===== src/rtl/counter_pkg.sv =====
// rtl/counter_pkg.sv - shared types and encodings for the iteration counter
package counter_pkg;

  typedef enum logic [1:0] {
    IDLE = 2'd0,
    RUN  = 2'd1,
    DONE = 2'd2
  } iter_state_t;

  // Free-run overflow policy encodings for the MODE_WRAP parameter.
  localparam int MODE_WRAP_EN = 1;
  localparam int MODE_SAT     = 0;

endpackage


===== src/rtl/iter_counter.sv =====
// rtl/iter_counter.sv - free-run / bounded-run iteration counter for the Booth multiplier
module iter_counter
  import counter_pkg::*;
#(
  parameter int WIDTH     = 5,
  parameter int MODE_WRAP = MODE_WRAP_EN
) (
  input  logic             clk,
  input  logic             reset,
  input  logic             clear,
  input  logic             start,
  input  logic [WIDTH-1:0] limit,
  input  logic             up_dn,
  input  logic             en_pp,
  output logic [WIDTH-1:0] out,
  output logic             tc,
  output logic             busy,
  output logic             done
);

  localparam logic [WIDTH-1:0] ALL_ONES = '1;
  localparam logic [WIDTH-1:0] ONE      = {{(WIDTH-1){1'b0}}, 1'b1};

  iter_state_t      state;
  logic [WIDTH-1:0] limit_q;
  logic             dir_q;

  logic [WIDTH-1:0] free_next;
  logic [WIDTH-1:0] run_next;
  logic             run_hit;

  // Next-count arithmetic: free-run step with overflow policy, and bounded-run step with terminal detect.
  always_comb begin
    free_next = out + ONE;
    run_next  = out;
    run_hit   = 1'b0;
    if (out == ALL_ONES) begin
      free_next = (MODE_WRAP == MODE_WRAP_EN) ? '0 : out;
    end
    if (dir_q) begin
      run_next = out + ONE;
      run_hit  = (run_next == limit_q);
    end else begin
      run_next = out - ONE;
      run_hit  = (run_next == '0);
    end
  end

  // Control FSM and registered outputs; tc and done default low so each is a single-cycle pulse.
  always_ff @(posedge clk or negedge reset) begin
    if (!reset) begin
      state   <= IDLE;
      out     <= '0;
      tc      <= 1'b0;
      busy    <= 1'b0;
      done    <= 1'b0;
      limit_q <= '0;
      dir_q   <= 1'b1;
    end else if (clear) begin
      state <= IDLE;
      out   <= '0;
      tc    <= 1'b0;
      busy  <= 1'b0;
      done  <= 1'b0;
    end else begin
      tc   <= 1'b0;
      done <= 1'b0;
      case (state)
        IDLE: begin
          if (start) begin
            limit_q <= limit;
            dir_q   <= up_dn;
            if (limit == '0) begin
              // A zero-length run completes at once without ever raising busy.
              out   <= '0;
              tc    <= 1'b1;
              state <= DONE;
            end else begin
              out   <= up_dn ? '0 : limit;
              busy  <= 1'b1;
              state <= RUN;
            end
          end else if (en_pp) begin
            out <= free_next;
          end
        end
        RUN: begin
          // The terminal value is reachable only by single steps, so no overflow handling is needed here.
          if (en_pp) begin
            out <= run_next;
            if (run_hit) begin
              tc    <= 1'b1;
              state <= DONE;
            end
          end
        end
        DONE: begin
          done  <= 1'b1;
          busy  <= 1'b0;
          state <= IDLE;
        end
        default: begin
          busy  <= 1'b0;
          state <= IDLE;
        end
      endcase
    end
  end

endmodule


===== config.mk =====
export PLATFORM = sky130hd
export DESIGN_NAME = iter_counter
export DESIGN_NICKNAME = d
export VERILOG_FILES = /design/src/rtl/counter_pkg.sv /design/src/rtl/iter_counter.sv
export SDC_FILE = /design/constraint.sdc
export NUM_CORES = 1
export LEC_CHECK = 0
export BUFFER_PORTS_ARGS = -buffer_cell sky130_fd_sc_hd__clkbuf_2
export CORE_UTILIZATION = 54
export CTS_CLUSTER_DIAMETER = 30
export DETAILED_ROUTE_END_ITERATION = 7
export PLACE_DENSITY = 0.82
export SETUP_SLACK_MARGIN = 0.5
export SYNTH_ARGS = -nofsm -noshare
export SYNTH_HDL_FRONTEND = slang
export SYNTH_SLANG_ARGS = --single-unit

===== constraint.sdc =====
create_clock -name clk -period 2.8 [get_ports clk]
set_input_delay 0.14 -clock clk [delete_from_list [all_inputs] [get_ports clk]]
set_output_delay 0.14 -clock clk [all_outputs]
set_load 0.1 [all_outputs]

Word-level counts from Yosys, hierarchy flattened
Cells that the tools add are included.
{"block": "word_totals", "register_bits": 16, "input_bits": 11, "out_inout_bits": 8, "wordCells": 56}
{"block": "op_classes", "addsub": 2, "eq_ne": 10, "n_mux": 28, "bitwise_logic": 1, "n_reduce_logical": 8}
{"cell": "$mux W5", "n": 8}
{"cell": "$ne A3 B3 Y1 const B", "n": 4}
{"cell": "$reduce_and A3 Y1", "n": 4}
{"cell": "$mux W1", "n": 11}
{"cell": "$logic_not A5 Y1", "n": 2}
{"cell": "$mux W2", "n": 5}
{"cell": "$pmux W5 S2", "n": 1}
{"cell": "$add A5 B1 Y5 const B", "n": 1}
{"cell": "$eq A5 B5 Y1", "n": 1}
{"cell": "$eq A5 B5 Y1 const B", "n": 1}
{"cell": "$sub A5 B1 Y5 const B", "n": 1}
{"cell": "$ne A4 B4 Y1 const B", "n": 1}
{"cell": "$pmux W1 S2", "n": 2}
{"cell": "$pmux W2 S2", "n": 1}
{"cell": "$reduce_bool A3 Y1", "n": 1}
{"cell": "$eq A2 B1 Y1 const B", "n": 1}
{"cell": "$eq A2 B2 Y1 const B", "n": 1}
{"cell": "$logic_not A2 Y1", "n": 1}
{"cell": "$ne A2 B2 Y1 const B", "n": 1}
{"cell": "$not A1 Y1", "n": 1}

Depth between registers and ports, before layout
Gate-level depths: netlist of run 1.
{"block": "logic_depth", "ltp_word": 7, "depth_mapped": 8, "mapped_depth_nobuf": 8}

Worst setup path before layout of run 1
No wires, ideal clock.
{"block": "synth_path", "path_kind": "register to register", "from": "reg out[0]", "to": "reg state[1]", "setup_time_ps": 68, "t_arrival_ps": 2562, "required_ps": 2732, "path_slack_ps": 170, "path_stages_with_launch": 8, "period_less_slack_ps": 2630, "path_cell_list": "dfrtp_1 > ha_1 > and3_1 > ha_1 > xnor2_1 > nand4_1 > o32ai_2 > a32o_1"}
{"block": "synth_between", "elab_chain_len": 5, "word_cells_on_any_way": 7}
{"element": "from (decl)", "line": "iter_counter.sv:15", "rtl": "output logic [WIDTH-1:0] out,"}
{"element": "from (signal assigned)", "line": "iter_counter.sv:79", "rtl": "out <= up_dn ? '0 : limit;"}
{"element": "from (signal assigned)", "line": "iter_counter.sv:84", "rtl": "out <= free_next;"}
{"element": "from (signal assigned)", "line": "iter_counter.sv:90", "rtl": "out <= run_next;"}
{"element": "$add A5 B1 Y5 / $sub A5 B1 Y5 (equally long branches)", "line": "iter_counter.sv:41, iter_counter.sv:44"}
{"element": "$eq A5 B5 Y1 / $logic_not A5 Y1 (equally long branches)", "line": "iter_counter.sv:42, iter_counter.sv:45"}
{"element": "$mux W1 (*)", "line": "iter_counter.sv:40", "rtl": "if (dir_q) begin"}
{"element": "$ne A3 B3 Y1 (no line) (*)"}
{"element": "$reduce_and A3 Y1 (no line) (*)"}
{"element": "to (signal assigned)", "line": "iter_counter.sv:52", "rtl": "state <= IDLE;"}
{"element": "to (signal assigned)", "line": "iter_counter.sv:60", "rtl": "state <= IDLE;"}
{"element": "to (signal assigned)", "line": "iter_counter.sv:77", "rtl": "state <= DONE;"}
{"element": "to (decl)", "line": "iter_counter.sv:24", "rtl": "iter_state_t state;"}
Mark *: on every way between the ends. The rest lies on a longest branch, timed or not.
A chain may end at the register's enable or synchronous reset.

Worst setup path in the final report of run 1
Same ends and word-level chain as after synthesis.

==> impl_summary.txt, run 1 <==
----------------------------------------------------
[Clock network]
  Post CTS Setup Buffer Count ... 0
  CTS HTree Levels ... 1
  Clock latency at the later pin of the worst-skew pair ... 0.29 ns
  Root Buffer ... clkbuf_4
  Clock net sink count ... 16
  Clock buffers created by TritonCTS ... 3
  Clock slew seen by the registers of the worst setup and hold paths ... 0.09 ns
  Clock Path Buffers ... 2
  Clock tree from TritonCTS ... yes

[Timing]
  Setup TNS ... 0 ns
  Final-report max-slew violation count ... 0
  Layout Skew ... approximately 0.005 ns
  Hold_ws ... 0.0583 ns
  Relative max-transition margin ... 0.641
  Number of setup violations in the final report ... 0
  Maximum frequency from static timing analysis ... 456 MHz
  Shortest period the worst path allows ... ~2.2 ns
  Slew at the pin closest to its max-slew limit ... approximately 0.54 ns
  Unrepaired setup endpoints after global routing ... no
  Final period util ... 0.783
  Final hold violation count ... 0

[Outcome]
  Outcome ... completed

[Setup path]
  Nature of the critical path startpoint ... register
  Worst setup path class ... reg2reg
  CP max stage delay ... 0.49 ns
  Maximum net fanout on the critical path ... 9
  Cell repeated most along the worst path ... ha_1
  Worst endpoint required time ... 3.03 ns
  Worst path depth ... 7
  CP Buf/Inv Count ... 0
  Length in cells of the worst reg-to-reg path ... 7
  Top cell family by delay on the critical path ... adder cells
  Type of element capturing the critical path ... register
  Data arrival time of the critical path ... 2.42 ns
  Slowest-stage cell, CP ... dfrtp_2
  List of cells traversed by the critical path ... ha_1 > and3_1 > ha_1 > xnor2_1 > nand4_1 > o32ai_2 > a32o_1

[Placement]
  Post-DP HPWL ... ~1.7 mm
  GPL Wtd Cong ... 0.927
  IO Port Bufs ... 18

[Floorplanning]
  Die extent in y ... 47.2 um
  Starting utilization of the core area ... 0.606
  Site Rows ... 15
  Die Outline Area ... ~0.0022 mm2
  I/O pin total ... 19
  Width of the chip ... between 40 and 50 um
  Core Region ... between 0.0015 and 0.002 mm2

[Power]
  Power Density ... 842 mW/mm2
  Leak ... 0.566 nW
  Maximum ir drop on the vdd rail ... 0.000510 V

[Min path]
  Tightest Hold Check Type ... in2reg
  Cell depth of the worst hold path ... 3

[Drt]
  Number of nets with antenna violations after detailed routing ... 0
  DRC viols ... 0
  Routed vias/inst ... between 6 and 7
  Total number of vias ... 933
  DRT Wirelength ... 2.33 mm
  Routed wire length per instance ... 15.0 um
  1st-pass router iterations ... 4
  DRT iter0 DRCs ... 48

[Synthesis]
  Average size of a mapped cell ... 9.77 um2
  Number of warnings issued by yosys ... 0
  Post-synthesis async set-or-reset flop share ... 1.00
  Total standard cell area after synthesis ... 0.00110 mm2
  Post-synth cell types ... 45
  Gate count after technology mapping ... 113
  Syn Nets ... ~130
  Post-synth EDFFs ... 0
  Total of flip-flops plus latches after synthesis ... 16
  Fraction of the yosys area taken by sequential cells ... 0.364
  Most instantiated flip-flop cell in the synthesis netlist ... dfrtp_1

[Cells and area]
  Utilization of the core after routing ... 0.679
  Fraction of layout cells with a size suffix above 1 ... 0.315
  Post-layout net count ... 146
  Area added between synthesis and finish ... 12.0%
  Number of diodes added for antenna fixing ... 0

[GRT]
  First-pass GRT wire length ... 3.82 mm
  GRT overflow ... 0
  Pin count of the biggest net entering global routing ... 17
  Antenna violations before repair ... 0
  Gr usage total ... 0.253
  Number of global-route vias before repair ... 847

[Run]
  Number of max-cap violations ... 0

----------------------------------------------------
==> worst register-to-register path, cell delays in order (launching register included) <==
cell	delay, ns
dfrtp_2	0.49
ha_1	0.28
and3_1	0.21
ha_1	0.32
xnor2_1	0.17
nand4_1	0.14
o32ai_2	0.32
a32o_1	0.22
==> area by class of cell <==
cell class                 instances  area [um2]
timing repair buffer              19         100
clock buffer                       4        36.3
inverter                           7        26.3
multi-input combinational         84         636
fill                             159         584
sequential                        16         407
tap                               25        31.3
==> Yosys cell counts, types with 2 or more instances <==
| library cell | n | area [um2] |
|---|---|---|
| a21o_1 | 2 | 15.0 |
| a21oi_1 | 5 | 25.0 |
| a2bb2oi_1 | 2 | 17.5 |
| a31oi_1 | 2 | 12.5 |
| a32o_1 | 2 | 20.0 |
| and3_1 | 3 | 18.8 |
| buf_2 | 2 | 10.0 |
| buf_4 | 2 | 15.0 |
| dfrtp_1 | 15 | 375 |
| ha_1 | 4 | 50.1 |
| inv_1 | 7 | 26.3 |
| mux2_2 | 5 | 56.3 |
| mux2i_1 | 2 | 20.0 |
| nand2_1 | 8 | 30.0 |
| nand3_1 | 2 | 10.0 |
| nor2_1 | 9 | 33.8 |
| nor3_1 | 5 | 25.0 |
| o21ai_0 | 3 | 15.0 |
| o31ai_1 | 2 | 15.0 |
| xnor2_1 | 5 | 43.8 |
| xor2_1 | 2 | 17.5 |
==> state kept, by name, summed over array words and instances (netlist names) <==
| signal | count |
|---|---|
| tc | 1 |
| limit_q | 5 |
| out | 5 |
| state | 2 |
| busy | 1 |
| dir_q | 1 |
| done | 1 |
==> placed cells by master, fill, tap and decap left out, types with 2 or more instances in the layout <==
| cell type | instances |
|---|---|
| clkbuf_2 | 18 |
| dfrtp_1 | 11 |
| nor2_1 | 9 |
| nand2_1 | 8 |
| inv_1 | 7 |
| xnor2_1 | 5 |
| nor3_1 | 5 |
| mux2_2 | 5 |
| a21oi_1 | 5 |
| ha_1 | 4 |
| dfrtp_2 | 4 |
| and3_1 | 3 |
| o21ai_0 | 3 |
| clkbuf_4 | 3 |
| xor2_1 | 2 |
| a2bb2oi_1 | 2 |
| a32o_1 | 2 |
| o31ai_1 | 2 |
| nand3_1 | 2 |
| a21o_1 | 2 |
| mux2i_1 | 2 |
| a31oi_1 | 2 |
==> what timing repair did <==
item | CTS | global route
resized for setup | 0 | 0
endpoints found under the setup margin | 0 | 2
endpoints found under the hold margin | 15 | 0
hold buffers | 1 | 0
==> path summary, 6_finish.rpt <==
check,start,to,slack [ns]
min in group asynchronous,reset,busy,0.30
worst min register to register,state[0],done,0.50
worst min-delay path,up_dn,dir_q,0.06
worst max-delay path,out[0],state[1],0.61
max in group asynchronous,reset,dir_q,2.17
worst max register to register,out[0],state[1],0.61
==> stage by stage <==
stage,area [um2],power [mW],setup slack (ns),instances
CTS,1240,1.04,0.571,155
floorplan,1110,0.799,0.517,113
finish,1240,1.04,0.609,155
global placement,1190,0.875,0.684,150
detailed placement,1190,0.886,0.589,150
global route,1240,1.11,0.508,155
==> cell families after synthesis <==
| group | after synthesis | synth area share |
|---|---|---|
| AO/OA/AOI/OAI | 27 | 0.185 |
| XOR/XNOR | 9 | 0.0850 |
| adder cells (fa/ha/maj) | 4 | 0.0454 |
| buffers and inverters | 13 | 0.0601 |
| flip-flops | 16 | 0.364 |
| multiplexers | 7 | 0.0692 |
| AND/OR/NAND/NOR | 37 | 0.192 |
==> routing by layer <==
layer	GRT usage	routed length [um]	vias to the layer above
li1	-	-	435
met1	0.345	1040	454
met2	0.394	1110	38
met3	0.0462	138	6
met4	0.109	39	0
met5	0	0	-
==> power by group <==
| part | internal (mW) | leakage, nW | total [mW] | switching [mW] |
|---|---|---|---|---|
| sequential | 0.291 | 0.197 | 0.364 | 0.0722 |
| clock | 0.0792 | 0.0210 | 0.152 | 0.0728 |
| combinational | 0.192 | 0.348 | 0.525 | 0.333 |
| total | 0.562 | 0.566 | 1.04 | 0.478 |
Power figures use the tool's default switching activity.
==> run 2: changes to the inputs <==
==> constraint.sdc (replaced) <==
create_clock -name clk -period 2.2 [get_ports clk]
set_input_delay 0.11 -clock clk [delete_from_list [all_inputs] [get_ports clk]]
set_output_delay 0.11 -clock clk [all_outputs]
set_load 0.1 [all_outputs]
==> impl_summary.txt, run 2 (synthesis results as in run 1) <==
----------------------------------------------------
[Clock network]
  Clock slew seen by the registers of the worst setup and hold paths ... 0.10 ns (about the same)
  Root Buffer ... clkbuf_4
  Clock net sink count ... 16 (unchanged)
  Clock latency at the later pin of the worst-skew pair ... 0.29 ns (about the same)
  Clock buffers created by TritonCTS ... 3 (unchanged)
  Clock Path Buffers ... 2 (unchanged)
  Clock tree from TritonCTS ... yes
  CTS HTree Levels ... 1 (unchanged)

[Timing]
  Relative max-transition margin ... 0.637 (-0.00357)
  Maximum frequency from static timing analysis ... 510 MHz (+12%)
  Slew at the pin closest to its max-slew limit ... 0.546 ns (+0.00538 ns)
  Final period util ... 0.892 (+0.109)
  Number of setup violations in the final report ... 0 (unchanged)
  Shortest period the worst path allows ... 1.96 ns (-0.229 ns)
  Unrepaired setup endpoints after global routing ... yes
  Setup TNS ... 0 ns (unchanged)
  Layout Skew ... 0.00197 ns (-0.00290 ns)
  Final hold violation count ... 0 (unchanged)
  Hold_ws ... 0.0237 ns (-0.0346 ns)
  Final-report max-slew violation count ... 0 (unchanged)

[Power]
  Power Density ... 1060 mW/mm2 (+26%)
  Leak ... 0.604 nW (+6.8%)
  Maximum ir drop on the vdd rail ... 0.000603 V (+18%)

[Cells and area]
  Utilization of the core after routing ... 0.759 (+0.0804)
  Registers with the highest flip-flop counts ... limit_q x5, out x5, state x2
  Number of diodes added for antenna fixing ... 0 (unchanged)
  Most frequent standard cell in the layout excluding fill and tap cells ... clkbuf_2
  Post-layout net count ... 154 (+5.5%)
  Leading cell types in the layout, fill and taps excluded ... 18 x clkbuf_2, 10 x dfrtp_1, 8 x nor2_1, 8 x nand2_1
  Area added between synthesis and finish ... 25.3%
  Fraction of layout cells with a size suffix above 1 ... 0.435 (+0.119)

[Floorplanning]
  Core Region ... 0.00182 mm2 (unchanged)
  Die Outline Area ... 0.00223 mm2 (unchanged)
  Width of the chip ... 47.2 um (unchanged)
  I/O pin total ... 19 (unchanged)
  Site Rows ... 15 (unchanged)
  Die extent in y ... 47.2 um (unchanged)
  Starting utilization of the core area ... 0.606 (unchanged)

[Setup path]
  Data arrival time of the critical path ... 2.15 ns (-0.27 ns)
  Nature of the critical path startpoint ... register
  Worst setup path class ... reg2reg
  Worst endpoint required time ... 2.38 ns (-0.65 ns)
  Maximum net fanout on the critical path ... 4 (-5)
  Type of element capturing the critical path ... register

[GRT]
  Gr usage total ... 0.263 (+0.00950)
  Number of global-route vias before repair ... 910 (+7.4%)
  Antenna violations before repair ... 0 (unchanged)
  First-pass GRT wire length ... 4.02 mm (+5.2%)
  GRT overflow ... 0 (unchanged)
  Pin count of the biggest net entering global routing ... 17 (unchanged)

[Run]
  Number of max-cap violations ... 0 (unchanged)

[Min path]
  Tightest Hold Check Type ... in2reg

[Placement]
  GPL Wtd Cong ... 0.910 (-1.8%)
  Post-DP HPWL ... 1.83 mm (+5.3%)
  IO Port Bufs ... 18 (unchanged)

[Drt]
  Routed wire length per instance ... 16.6 um (+11%)
  Routed vias/inst ... 5.85 (-2.9%)
  DRT iter0 DRCs ... 49 (+2.1%)
  Number of nets with antenna violations after detailed routing ... 0 (unchanged)
  Total number of vias ... 953 (+2.1%)
  DRT Wirelength ... 2.71 mm (+16%)
  1st-pass router iterations ... 4 (unchanged)
  DRC viols ... 0 (unchanged)

[Outcome]
  Outcome ... completed

----------------------------------------------------
run 2: worst max-delay path, cell delays in order (launching register included):
cell	delay [ns]
dfrtp_4	0.51
inv_1	0.09
ha_2	0.22
nor3b_2	0.19
xor2_1	0.24
nand3b_1	0.20
o32ai_4	0.12
a32o_1	0.28
run 2: per-stage QoR:
| stage | area, um2 | setup slack, ns | power, mW | instances |
|---|---|---|---|---|
| global route | 1380 | 0.207 | 1.54 | 163 |
| CTS | 1330 | 0.246 | 1.41 | 160 |
| detailed placement | 1230 | 0.243 | 1.16 | 150 |
| global placement | 1230 | 0.313 | 1.14 | 150 |
| finish | 1380 | 0.238 | 1.47 | 163 |
| floorplan | 1150 | 0.212 | 1.04 | 113 |
run 2: final cells by class:
class                      instances  area (um2)
multi-input combinational         84         703
fill                             124         438
sequential                        16         418
timing repair buffer              27         168
clock buffer                       4        36.3
tap                               25        31.3
inverter                           7        26.3
run 2: path summary, 6_finish.rpt:
kind	from	to	slack [ns]	depth (start not counted)
max	out[1]	state[1]	0.24	7
min	up_dn	dir_q	0.02	3
max reg2reg	out[1]	state[1]	0.24	7
min reg2reg	state[0]	done	0.51	1
max in group asynchronous	reset	dir_q	1.61	2
min in group asynchronous	reset	done	0.27	2
run 2: power breakdown:
| part | total [mW] | leakage (nW) | switching, mW | internal [mW] |
|---|---|---|---|---|
| sequential | 0.477 | 0.195 | 0.0973 | 0.380 |
| clock | 0.196 | 0.0210 | 0.0954 | 0.101 |
| combinational | 0.798 | 0.389 | 0.485 | 0.313 |
| total | 1.47 | 0.604 | 0.677 | 0.793 |
run 2: repair_timing:
action,CTS,global route
endpoints found under the hold margin,15,0
gates resized for setup,3,6
pin swaps,7,3
endpoints found under the setup margin,5,10
setup buffers,5,3
hold buffers,1,0
run 2: per-layer routing:
metal  part of all wire  global-route usage
met5                  0                   0
met4             0.0052              0.0914
met3              0.050              0.0231
met2               0.53               0.450
met1               0.42               0.346
==> run 3: changes to the inputs <==
--- a/config.mk
+++ b/config.mk
@@ -9,6 +9,7 @@
 export CORE_UTILIZATION = 54
 export CTS_CLUSTER_DIAMETER = 30
 export DETAILED_ROUTE_END_ITERATION = 7
+export HOLD_SLACK_MARGIN = 0.05
 export PLACE_DENSITY = 0.82
 export SETUP_SLACK_MARGIN = 0.5
 export SYNTH_ARGS = -nofsm -noshare
==> impl_summary.txt, run 3 (synthesis results as in run 1) <==
----------------------------------------------------
[Cells and area]
  Number of inserted filler cells in the final layout ... 122 (-1.6%)
  Area added between synthesis and finish ... 26.6%
  Most frequent standard cell in the layout excluding fill and tap cells ... clkbuf_2
  Fraction of layout cells with a size suffix above 1 ... 0.428 (-0.00725)
  Number of diodes added for antenna fixing ... 0 (unchanged)
  Final non-filler cell total ... 163 (unchanged)
  Registers with the highest flip-flop counts ... limit_q x5, out x5, state x2
  Leading cell types in the layout, fill and taps excluded ... 18 x clkbuf_2, 10 x dfrtp_1, 8 x nor2_1, 8 x nand2_1, 6 x inv_1
  Post-layout net count ... 154 (unchanged)

[Timing]
  Setup TNS ... 0 ns (unchanged)
  Maximum frequency from static timing analysis ... 509 MHz (-0.18%)
  Relative max-transition margin ... 0.637 (about the same)
  Final period util ... 0.894 (+0.00165)
  Shortest period the worst path allows ... 1.97 ns (+0.00363 ns)
  Number of setup violations in the final report ... 0 (unchanged)
  Final-report max-slew violation count ... 0 (unchanged)
  Hold_ws ... 0.0925 ns (+0.0688 ns)
  Unrepaired setup endpoints after global routing ... yes
  Layout Skew ... 0.00143 ns (-0.000538 ns)
  Slew at the pin closest to its max-slew limit ... 0.546 ns (+0.000156 ns)
  Final hold violation count ... 0 (unchanged)

[Setup path]
  Worst setup path class ... reg2reg
  Capturing point of the worst reg2reg path ... state[1]
  List of cells traversed by the critical path ... inv_1 > ha_2 > nor3b_2 > xor2_1 > nand3b_1 > o32ai_4 > a32o_1
  Startpoint of the lowest-slack register-to-register path ... out[1]
  CP Buf/Inv Count ... 1 (unchanged)
  Worst endpoint required time ... 2.38 ns (about the same)
  Maximum net fanout on the critical path ... 4 (unchanged)
  Data arrival time of the critical path ... 2.15 ns (about the same)
  CP max stage delay ... 0.51 ns (about the same)
  Length in cells of the worst reg-to-reg path ... 7 (unchanged)
  Register-to-Register Setup Slack ... 0.23 ns (about the same)
  Nature of the critical path startpoint ... register
  Type of element capturing the critical path ... register
  Top cell family by delay on the critical path ... flip-flops
  Slowest-stage cell, CP ... dfrtp_4

[Clock network]
  Clock net sink count ... 16 (unchanged)
  Clock latency at the later pin of the worst-skew pair ... 0.29 ns (about the same)
  Root Buffer ... clkbuf_4
  Clock tree from TritonCTS ... yes
  Clock Path Buffers ... 2 (unchanged)
  CTS HTree Levels ... 1 (unchanged)
  Clock slew seen by the registers of the worst setup and hold paths ... 0.10 ns (about the same)
  Clock buffers created by TritonCTS ... 3 (unchanged)

[Outcome]
  Outcome ... completed

[Floorplanning]
  Core Region ... 0.00182 mm2 (unchanged)
  Starting utilization of the core area ... 0.606 (unchanged)
  Width of the chip ... 47.2 um (unchanged)
  Site Rows ... 15 (unchanged)
  Die Outline Area ... 0.00223 mm2 (unchanged)
  I/O pin total ... 19 (unchanged)
  Die extent in y ... 47.2 um (unchanged)

[Min path]
  Tightest Hold Check Type ... in2reg
  Cell depth of the worst hold path ... 2 (-1)
  Capture endpoint of the worst hold path ... limit_q[4]
  Startpoint of the tightest hold check path ... limit[4]

[GRT]
  GRT overflow ... 0 (unchanged)
  Number of global-route vias before repair ... 930 (+2.2%)
  Antenna violations before repair ... 0 (unchanged)
  First-pass GRT wire length ... 4.22 mm (+4.8%)
  Pin count of the biggest net entering global routing ... 17 (unchanged)
  Gr usage total ... 0.278 (+0.0151)

[Power]
  Sw power ... 687 uW (+1.4%)
  Leak ... 0.607 nW (+0.36%)
  Relative contribution of combinational cells to total power ... 0.544 (+0.002)
  P_int ... 797 uW (+0.41%)
  Power Density ... 1060 mW/mm2 (-0.22%)
  Switching power share of the total ... 0.463 (+0.00242)
  Clock share of power ... 0.133 (about the same)
  Maximum ir drop on the vdd rail ... 0.000610 V (+1.2%)
  Total power consumption of the routed design ... 1.48 mW (+0.86%)
  Sequential group share of total power ... 0.323 (about the same)

[Placement]
  Placed Cells incl. Taps ... 150 (unchanged)
  Post-DP HPWL ... 1.83 mm (unchanged)
  IO Port Bufs ... 18 (unchanged)
  GPL Wtd Cong ... 0.910 (unchanged)

[Drt]
  DRC viols ... 0 (unchanged)
  Number of nets with antenna violations after detailed routing ... 0 (unchanged)
  1st-pass router iterations ... 4 (unchanged)
  Total number of vias ... 988 (+3.7%)
  DRT Wirelength ... 2.84 mm (+5.1%)
  Routed vias/inst ... 6.06 (+3.7%)
  Routed wire length per instance ... 17.4 um (+5.1%)
  DRT iter0 DRCs ... 47 (-4.1%)

[Run]
  Number of max-cap violations ... 0 (unchanged)

----------------------------------------------------
[run 3: cell type report]
class	count	area, um2	area share
inverters	7	26.3	0.0188
repair buffers	27	183	0.131
clock buffers	4	36.3	0.0260
well taps	25	31.3	0.0224
flip-flops and latches	16	418	0.299
multi-input cells	84	703	0.503
[run 3: metal layers]
metal / vias to the layer above / GRT usage / wire length [um]
li1: 448 / - / -
met1: 484 / 0.346 / 1120
met2: 48 / 0.472 / 1480
met3: 8 / 0.0423 / 192
met4: 0 / 0.126 / 52
met5: - / 0 / 0
[run 3: worst max path at each step]
stage	startpoint	end	slack, ns	cells after the start
2_1_floorplan	out[0]	state[1]	0.21	7
3_3_place_gp	out[0]	tc	0.31	7
3_5_place_dp	out[0]	state[1]	0.24	7
4_1_cts	out[0]	state[1]	0.25	7
5_1_grt	out[1]	state[1]	0.21	7
6_report	out[1]	state[1]	0.23	7
[run 3: worst reg2reg max path, cell delays in order (launching register included)]
cell	delay, ns
dfrtp_4	0.51
inv_1	0.09
ha_2	0.22
nor3b_2	0.19
xor2_1	0.24
nand3b_1	0.20
o32ai_4	0.12
a32o_1	0.28
[run 3: what timing repair did]
action / 4_1_cts / 5_1_grt
hold buffers: 2 / 0
gates resized for setup: 3 / 6
buffers inserted: 5 / 2
pin swaps: 7 / 3
endpoints found under the hold margin: 16 / 0
setup endpoints to repair: 5 / 12
[run 3: power by group through the flow]
| stage | clock network [mW] | registers (mW) | logic, mW |
|---|---|---|---|
| final | 0.197 | 0.480 | 0.807 |
| after global routing | 0.210 | 0.488 | 0.858 |
| after CTS | 0.198 | 0.475 | 0.733 |
| after detailed placement | 0 | 0.488 | 0.667 |
| after global placement | 0 | 0.482 | 0.661 |
| after floorplan | 0 | 0.623 | 0.416 |
[run 3: stage by stage]
stage / setup slack, ns / instance area [um2] / util
after global placement: 0.313 / 1230 / 0.678
after detailed placement: 0.243 / 1230 / 0.678
after floorplan: 0.212 / 1150 / -
after global routing: 0.207 / 1400 / 0.768
after CTS: 0.246 / 1340 / 0.737
final: 0.234 / 1400 / 0.768
